**config.mk**
```make
export PLATFORM = sky130hd
export DESIGN_NAME = sound_player_flat
export DESIGN_NICKNAME = d
export VERILOG_FILES = /design/src/rtl/sound_player_pkg.sv /design/src/rtl/sound_player_if.sv /design/src/rtl/sound_tone_gen.sv /design/src/rtl/sound_player.sv /design/src/flat_wrapper.sv
export SDC_FILE = /design/constraint.sdc
export NUM_CORES = 1
export LEC_CHECK = 0
export BUFFER_PORTS_ARGS = -buffer_cell sky130_fd_sc_hd__clkbuf_2
export CAP_MARGIN = 15
export CORE_AREA = 2 2 114 116
export CTS_BUF_LIST = sky130_fd_sc_hd__clkbuf_8
export DETAILED_ROUTE_END_ITERATION = 7
export DIE_AREA = 0 0 116 118
export PLACE_DENSITY = 0.54
export SLEW_MARGIN = 20
export SYNTH_ARGS = -nofsm -noshare
export SYNTH_HDL_FRONTEND = slang
export SYNTH_SLANG_ARGS = --single-unit
```
**constraint.sdc**
```tcl
create_clock -name clk -period 4.1 [get_ports clk]
set_input_delay 0.41 -clock clk [delete_from_list [all_inputs] [get_ports clk]]
set_output_delay 0.41 -clock clk [all_outputs]
set_load 0.02 [all_outputs]
```
**src/rtl/sound_player_pkg.sv**
```systemverilog
// -----------------------------------------------------------------------------
// sound_player_pkg
// Shared definitions for the sound player and the animation block that drives
// it: the 2-bit sound codes, the player state encoding, and a helper that
// derives a tone's half-period in clock cycles.
// -----------------------------------------------------------------------------
`timescale 1ns/1ps
package sound_player_pkg;

  typedef enum logic [1:0] {
    CODE_STOP = 2'b00,
    CODE_PONG = 2'b01,
    CODE_PING = 2'b10,
    CODE_GO   = 2'b11
  } sound_code_e;

  typedef enum logic [1:0] {
    ST_IDLE  = 2'b00,
    ST_NOTE1 = 2'b01,
    ST_NOTE2 = 2'b10
  } state_e;

  // Clock cycles per half period of a square wave at tone_hz (floor).
  function automatic int half_period(input int clk_hz, input int tone_hz);
    return clk_hz / (2 * tone_hz);
  endfunction

endpackage

```
**src/rtl/sound_player_if.sv**
```systemverilog
// -----------------------------------------------------------------------------
// sound_player_if
// Request/response bundle between the animation logic (master) and the sound
// player (slave).
//   code_sound : sound code, sampled only while sound_req is high
//   sound_req  : one-cycle strobe, play code_sound
//   mute       : level, silences the speaker without affecting timing
//   speaker    : registered square wave to the buzzer pin
//   busy       : high while a tone or sequence is playing
//   playing    : code being played, 00 when idle
// -----------------------------------------------------------------------------
`timescale 1ns/1ps
interface sound_player_if;
  logic [1:0] code_sound;
  logic       sound_req;
  logic       mute;
  logic       speaker;
  logic       busy;
  logic [1:0] playing;

  modport master (
    output code_sound, sound_req, mute,
    input  speaker, busy, playing
  );

  modport slave (
    input  code_sound, sound_req, mute,
    output speaker, busy, playing
  );
endinterface

```
**src/rtl/sound_tone_gen.sv**
```systemverilog
// -----------------------------------------------------------------------------
// sound_tone_gen
// Loadable half-period divider producing a 50% square-wave phase.
//   clk     : system clock
//   clr     : asynchronous active-low reset
//   load_i  : restart the count and force the phase high
//   half_i  : half period in clocks (>= 2), held stable between loads
//   phase_o : phase for the coming cycle (combinational); the caller registers
//             it so the speaker edge lines up with the load edge
// -----------------------------------------------------------------------------
`timescale 1ns/1ps
module sound_tone_gen (
  input  logic        clk,
  input  logic        clr,
  input  logic        load_i,
  input  logic [15:0] half_i,
  output logic        phase_o
);

  logic [15:0] cnt_q, cnt_d;
  logic        phase_q, phase_d;
  logic        wrap;

  // NOTE: every signal written here gets a default first, so no path leaves it
  // unassigned and no latch is inferred.
  always_comb begin
    wrap    = (cnt_q == half_i - 16'd1);
    cnt_d   = cnt_q + 16'd1;
    phase_d = phase_q;
    if (load_i) begin
      cnt_d   = '0;
      phase_d = 1'b1;
    end else if (wrap) begin
      cnt_d   = '0;
      phase_d = ~phase_q;
    end
  end

  assign phase_o = phase_d;

  // NOTE: sequential state uses non-blocking assignments so every flop samples
  // the pre-edge values regardless of statement order.
  always_ff @(posedge clk or negedge clr) begin
    if (!clr) begin
      cnt_q   <= '0;
      phase_q <= 1'b0;
    end else begin
      cnt_q   <= cnt_d;
      phase_q <= phase_d;
    end
  end

endmodule

```
**src/rtl/sound_player.sv**
```systemverilog
// -----------------------------------------------------------------------------
// sound_player
// Plays a timed square-wave tone for each request from the animation logic;
// "go" plays two rising notes back to back. A new request preempts whatever is
// playing; code 00 stops immediately.
//   clk : system clock, rising edge
//   clr : asynchronous active-low reset
//   snd : sound_player_if.slave (code_sound, sound_req, mute in;
//         speaker, busy, playing out)
// -----------------------------------------------------------------------------
`timescale 1ns/1ps
module sound_player
  import sound_player_pkg::*;
#(
  parameter int CLK_HZ  = 12_000_000,
  parameter int PING_HZ = 880,
  parameter int PONG_HZ = 440,
  parameter int GO1_HZ  = 523,
  parameter int GO2_HZ  = 784,
  parameter int TONE_MS = 80
) (
  input  logic           clk,
  input  logic           clr,
  sound_player_if.slave  snd
);

  localparam int TICK      = CLK_HZ / 1000;
  localparam int HALF_PING = half_period(CLK_HZ, PING_HZ);
  localparam int HALF_PONG = half_period(CLK_HZ, PONG_HZ);
  localparam int HALF_GO1  = half_period(CLK_HZ, GO1_HZ);
  localparam int HALF_GO2  = half_period(CLK_HZ, GO2_HZ);
  localparam int MS_W      = $clog2(TICK);
  localparam int NOTE_W    = (TONE_MS > 1) ? $clog2(TONE_MS) : 1;

  if (TICK < 2 || HALF_PING < 2 || HALF_PONG < 2 || HALF_GO1 < 2 || HALF_GO2 < 2 ||
      HALF_PING > 65535 || HALF_PONG > 65535 || HALF_GO1 > 65535 || HALF_GO2 > 65535 ||
      TONE_MS < 1 || TONE_MS > 1023) begin : g_bad_params
    $fatal(1, "sound_player: derived half-periods/ms tick must be 2..65535, TONE_MS 1..1023");
  end

  state_e              state_q, state_d;
  sound_code_e         playing_q, playing_d;
  sound_code_e         code;
  logic [MS_W-1:0]     ms_cnt_q;
  logic [NOTE_W-1:0]   note_cnt_q;
  logic [15:0]         half_q, half_d;
  logic                busy_q, speaker_q;
  logic                note_end, load, phase_next;

  always_comb begin
    code      = sound_code_e'(snd.code_sound);
    note_end  = (ms_cnt_q == MS_W'(TICK - 1)) && (note_cnt_q == NOTE_W'(TONE_MS - 1));
    state_d   = state_q;
    playing_d = playing_q;
    load      = 1'b0;
    // A request always beats a note ending on the same edge.
    if (snd.sound_req) begin
      if (code == CODE_STOP) begin
        state_d   = ST_IDLE;
        playing_d = CODE_STOP;
      end else begin
        state_d   = ST_NOTE1;
        playing_d = code;
        load      = 1'b1;
      end
    end else if (state_q != ST_IDLE && note_end) begin
      if (state_q == ST_NOTE1 && playing_q == CODE_GO) begin
        state_d = ST_NOTE2;
        load    = 1'b1;
      end else begin
        state_d   = ST_IDLE;
        playing_d = CODE_STOP;
      end
    end

    // Half period only changes on a load, so the divider never sees it shrink
    // under a running count.
    half_d = half_q;
    if (load) begin
      unique case (playing_d)
        CODE_PONG: half_d = 16'(HALF_PONG);
        CODE_PING: half_d = 16'(HALF_PING);
        CODE_GO:   half_d = (state_d == ST_NOTE2) ? 16'(HALF_GO2) : 16'(HALF_GO1);
        default:   half_d = half_q;
      endcase
    end
  end

  sound_tone_gen u_tone (
    .clk     (clk),
    .clr     (clr),
    .load_i  (load),
    .half_i  (half_d),
    .phase_o (phase_next)
  );

  always_ff @(posedge clk or negedge clr) begin
    if (!clr) begin
      state_q    <= ST_IDLE;
      playing_q  <= CODE_STOP;
      busy_q     <= 1'b0;
      speaker_q  <= 1'b0;
      ms_cnt_q   <= '0;
      note_cnt_q <= '0;
      half_q     <= 16'(HALF_PING);
    end else begin
      state_q   <= state_d;
      playing_q <= playing_d;
      busy_q    <= (state_d != ST_IDLE);
      speaker_q <= (state_d != ST_IDLE) && phase_next && !snd.mute;
      half_q    <= half_d;
      // Counters restart on every note entry and rest at zero while idle, so a
      // note lasts exactly TONE_MS*TICK clocks from its entry edge.
      if (load || state_d == ST_IDLE) begin
        ms_cnt_q   <= '0;
        note_cnt_q <= '0;
      end else if (ms_cnt_q == MS_W'(TICK - 1)) begin
        ms_cnt_q   <= '0;
        note_cnt_q <= note_cnt_q + NOTE_W'(1);
      end else begin
        ms_cnt_q <= ms_cnt_q + MS_W'(1);
      end
    end
  end

  assign snd.speaker = speaker_q;
  assign snd.busy    = busy_q;
  assign snd.playing = playing_q;

endmodule

```
**src/flat_wrapper.sv**
```systemverilog
// flat-port wrapper written by rule: the top's interface ports become plain ports
module sound_player_flat import sound_player_pkg::*;
#(
  parameter int CLK_HZ  = 12_000_000,
  parameter int PING_HZ = 880,
  parameter int PONG_HZ = 440,
  parameter int GO1_HZ  = 523,
  parameter int GO2_HZ  = 784,
  parameter int TONE_MS = 80
)
  (clk, clr, snd_code_sound, snd_sound_req, snd_mute, snd_speaker, snd_busy, snd_playing);
  sound_player_if snd_i ();
  input  logic clk;
  input  logic clr;
  input wire logic [$bits(snd_i.code_sound)-1:0] snd_code_sound;
  input wire logic [$bits(snd_i.sound_req)-1:0] snd_sound_req;
  input wire logic [$bits(snd_i.mute)-1:0] snd_mute;
  output wire logic [$bits(snd_i.speaker)-1:0] snd_speaker;
  output wire logic [$bits(snd_i.busy)-1:0] snd_busy;
  output wire logic [$bits(snd_i.playing)-1:0] snd_playing;
  assign snd_i.code_sound = snd_code_sound;
  assign snd_i.sound_req = snd_sound_req;
  assign snd_i.mute = snd_mute;
  assign snd_speaker = snd_i.speaker;
  assign snd_busy = snd_i.busy;
  assign snd_playing = snd_i.playing;
  sound_player #(.CLK_HZ(CLK_HZ), .PING_HZ(PING_HZ), .PONG_HZ(PONG_HZ), .GO1_HZ(GO1_HZ), .GO2_HZ(GO2_HZ), .TONE_MS(TONE_MS)) u_core (.clk(clk), .clr(clr), .snd(snd_i));
endmodule
```
==> results.json <==
{
  "fin_nets": 429,
  "synth-seq-area-share_pct": 41.4,
  "async_flop_share_pct": 100,
  "dr.pass1.iters": 5,
  "routed_via_density": 5.10,
  "grtUsageMet2_pct": 21.7,
  "route.detailed.drc": 0,
  "cp-start-kind": "register",
  "grt_pass1_wl_um": 15500,
  "hpwl_um": 6620,
  "n_antenna_cell": 0,
  "hold_path.class": "in -> async",
  "grt_overflow": 0,
  "drive_gt1_share_pct": 13.4,
  "switching_power_uw": 413,
  "drv_slew": 0,
  "finalSetupViolations": 0,
  "pwr-share-comb_pct": 15.0,
  "p_sw_share_pct": 29.0,
  "cap_viol_max_count": 0,
  "outcome": "finished clean",
  "tns_ns": 0,
  "antenna_left": 0,
  "rr_worst_depth": 14,
  "worstSetupEndpointType": "register",
  "cts_tree": "built",
  "syn_inst": 406,
  "grt_pass1_vias": 3066,
  "grt_max_degree": 36,
  "crit_arrival_ns": 4.06,
  "cts_root_buffer": "clkbuf_8",
  "io_pins": 10,
  "layoutNonFillerInstCount": 596,
  "crit_path_frequent_cell": "nand4_1",
  "clock-sinks": 60,
  "min_period_over_period_pct": 93.4,
  "final.min_clock_period_ns": 3.83,
  "grt.total_usage_pct": 14.5,
  "synth_area_per_cell_um2": 8.97,
  "seqPwrFrac_pct": 46.3,
  "skew_ns": 0.0134,
  "worstReg2RegEnd": "u_core.snd.speaker",
  "drtIter0Drc": 192,
  "antenna_found_initial": 0,
  "ir_drop_mv": 0.123,
  "path_cells": "ha_1 > and3_1 > nand4b_1 > nor2_1 > a21oi_1 > ha_2 > nor3b_2 > nand4_1 > mux2i_1 > or3_1 > a22oi_2 > nand4_1 > or4_1 > o221ai_1",
  "port_buffers": 9,
  "postCtsSetupBuffers": 0,
  "grt.met1_usage_pct": 19.7,
  "ys_ff_latch": 60,
  "synthDistinctLibCells": 59,
  "avgRoutedWirePerCell_um": 15.5,
  "area_delta_synth_final_pct": 13.2,
  "synthesis.area_um2": 3640,
  "ctsHoldBuffers": 0,
  "cts_buffer_depth": 2,
  "std_cell_rows": 41,
  "relSlewSlack_pct": 55.4,
  "cp_data_required_time_ns": 4.33,
  "clk_latency_ns": 0.35,
  "place_congestion": 0.874,
  "critPathSlowestCell": "or4_1",
  "ys_dominant_reg_cell": "dfrtp_1",
  "synth_nets": 416,
  "clkTransAtPathRegs_ns": 0.07,
  "initial_core_util_pct": 29.3,
  "slowest_delay_ns": 0.51,
  "busiest_layer": "met2",
  "design.core.area_um2": 12400,
  "worstMarginPinSlew_ns": 0.670,
  "drt-total-wl_um": 9260,
  "finalHoldViolCount": 0,
  "met3_usage_pct": 3.60,
  "r2r-start": "u_core.note_cnt_q[0]",
  "intPower_uw": 1010,
  "die_h_um": 118,
  "cts_made_buffers": 9,
  "die_w_um": 116,
  "leakage_uw": 0.00167,
  "crit_type": "reg -> reg",
  "synth_edf_count": 0,
  "max_freq_ghz": 0.261,
  "path_max_fanout": 7,
  "die-area_um2": 13700,
  "htree_num_levels": 3,
  "dp_cells": 580,
  "synth.yosys.warnings": 0,
  "r2r_slack_ns": 0.27,
  "grt_setup_unrepaired": "no",
  "powerDensity_nw_per_um2": 346,
  "power_frac_clock_pct": 38.7,
  "num_vias": 3041
}
-- synth_stat cells (all sizes together) (2+ instances only) --
master	number	share of area, %
a2111oi	3	1.4
a211oi	6	1.2
a21oi	16	2.2
a22oi	2	0.55
and2	2	0.34
and3	15	2.6
and4	3	0.76
and4b	3	0.82
buf	8	1.3
clkbuf	12	1.2
dfrtp	54	37
dfstp	6	4.3
ha	4	1.4
inv	8	0.82
mux2i	3	0.82
nand2	37	3.9
nand2b	3	0.52
nand3	20	2.7
nand3b	2	0.41
nand4	15	3.0
nand4b	3	0.72
nor2	44	4.5
nor2b	4	0.69
nor3	23	3.3
nor3b	3	0.76
nor4	6	1.4
o211ai	2	0.41
o21a	5	1.0
o21ai	23	3.2
o31ai	2	0.41
or3	5	0.86
or4	4	0.82
or4b	2	0.55
xnor2	23	5.5
xor2	22	5.3
-- power groups by stage --
stage / clock [uW] / combinational [uW] / sequential, uW
floorplan: 0 / 151 / 659
global placement: 0 / 210 / 670
detailed placement: 0 / 212 / 670
CTS: 565 / 213 / 660
global route: 596 / 240 / 665
finish: 553 / 214 / 661
-- area by class of cell --
| cell class | instances | area, um2 |
|---|---|---|
| Clock buffer | 11 | 151 |
| Clock inverter | 5 | 51.3 |
| Fill cell | 1316 | 8290 |
| Inverter | 8 | 30.0 |
| Multi-Input combinational cell | 318 | 2020 |
| Sequential cell | 60 | 1510 |
| Tap cell | 172 | 215 |
| Timing Repair Buffer | 22 | 143 |
-- cell families after synthesis --
logic type | count (synthesis) | share of synthesized area [%]
flip-flops | 60 | 41.4
AO/OA/AOI/OAI | 71 | 13.3
AND/OR/NAND/NOR | 195 | 29.0
buffers and inverters | 28 | 3.33
adder cells (fa/ha/maj) | 4 | 1.37
multiplexers | 3 | 0.824
XOR/XNOR | 45 | 10.8
-- critical path, delay by kind of cell, from the launching register on --
kind	cells	cell delay [ns]
and+or+nand+nor	8	1.96
AOI/OAI and AO/OA	3	0.65
adders and majority gates	2	0.52
DFF	1	0.41
muxes	1	0.16
-- per-stage QoR --
step / instance area [um2] / power, uW / setup WS [ns] / util (%) / hold WS [ns]
4_1_cts: 4120 / 1440 / 0.154 / 33.2 / 0.104
5_1_grt: 4120 / 1500 / 0.0415 / 33.2 / 0.126
2_1_floorplan: 3640 / 811 / 0.0458 / - / 0.114
3_3_place_gp: 3910 / 880 / 0.0546 / 31.5 / 0.460
3_5_place_dp: 3910 / 882 / 0.0434 / 31.5 / 0.479
6_report: 4120 / 1430 / 0.271 / 33.2 / 0.0835
-- how the worst max path moves through the flow --
stage                               from                       to  slack [ns]  depth (start not counted)
global route        u_core.note_cnt_q[0]       u_core.snd.speaker        0.04                         14
finish              u_core.note_cnt_q[0]       u_core.snd.speaker        0.27                         14
CTS                 u_core.note_cnt_q[0]       u_core.snd.speaker        0.15                         13
floorplan             u_core.ms_cnt_q[0]  u_core.u_tone.cnt_q[10]        0.05                         17
detailed placement  u_core.note_cnt_q[0]       u_core.snd.speaker        0.04                         13
global placement    u_core.note_cnt_q[0]       u_core.snd.speaker        0.05                         13
-- layout by cell type, fill, tap and decap left out, types with 9 or more instances in the layout --
cell type / count
dfrtp_1: 54
nor2_1: 44
nand2_1: 36
xnor2_1: 23
xor2_1: 22
nor3_1: 22
o21ai_0: 20
nand3_1: 20
a21oi_1: 16
and3_1: 15
nand4_1: 14
buf_4: 13
clkbuf_8: 11
inv_1: 9
clkbuf_2: 9
-- registers in the layout, summed over array words and instances, names as in the netlist --
register,count
u_core.half_q,16
u_core.ms_cnt_q,14
u_core.note_cnt_q,7
u_core.snd.busy,1
u_core.snd.playing,2
u_core.snd.speaker,1
u_core.state_q,2
u_core.u_tone.cnt_q,16
u_core.u_tone.phase_q,1
-- metal layers --
layer,part of all wire (%),up-vias,wire length [um]
met3,4.7,17,439
li1,-,1492,-
met4,2.2,0,208
met1,48,1467,4460
met2,45,65,4160
met5,0,-,0
-- timing repair --
item                                   4_1_cts  5_1_grt
gates cloned                                 0        0
endpoints found under the hold margin        0        0
setup endpoints to repair                    1       17
resized for setup                            1        2
Power figures use the tool's default switching activity.
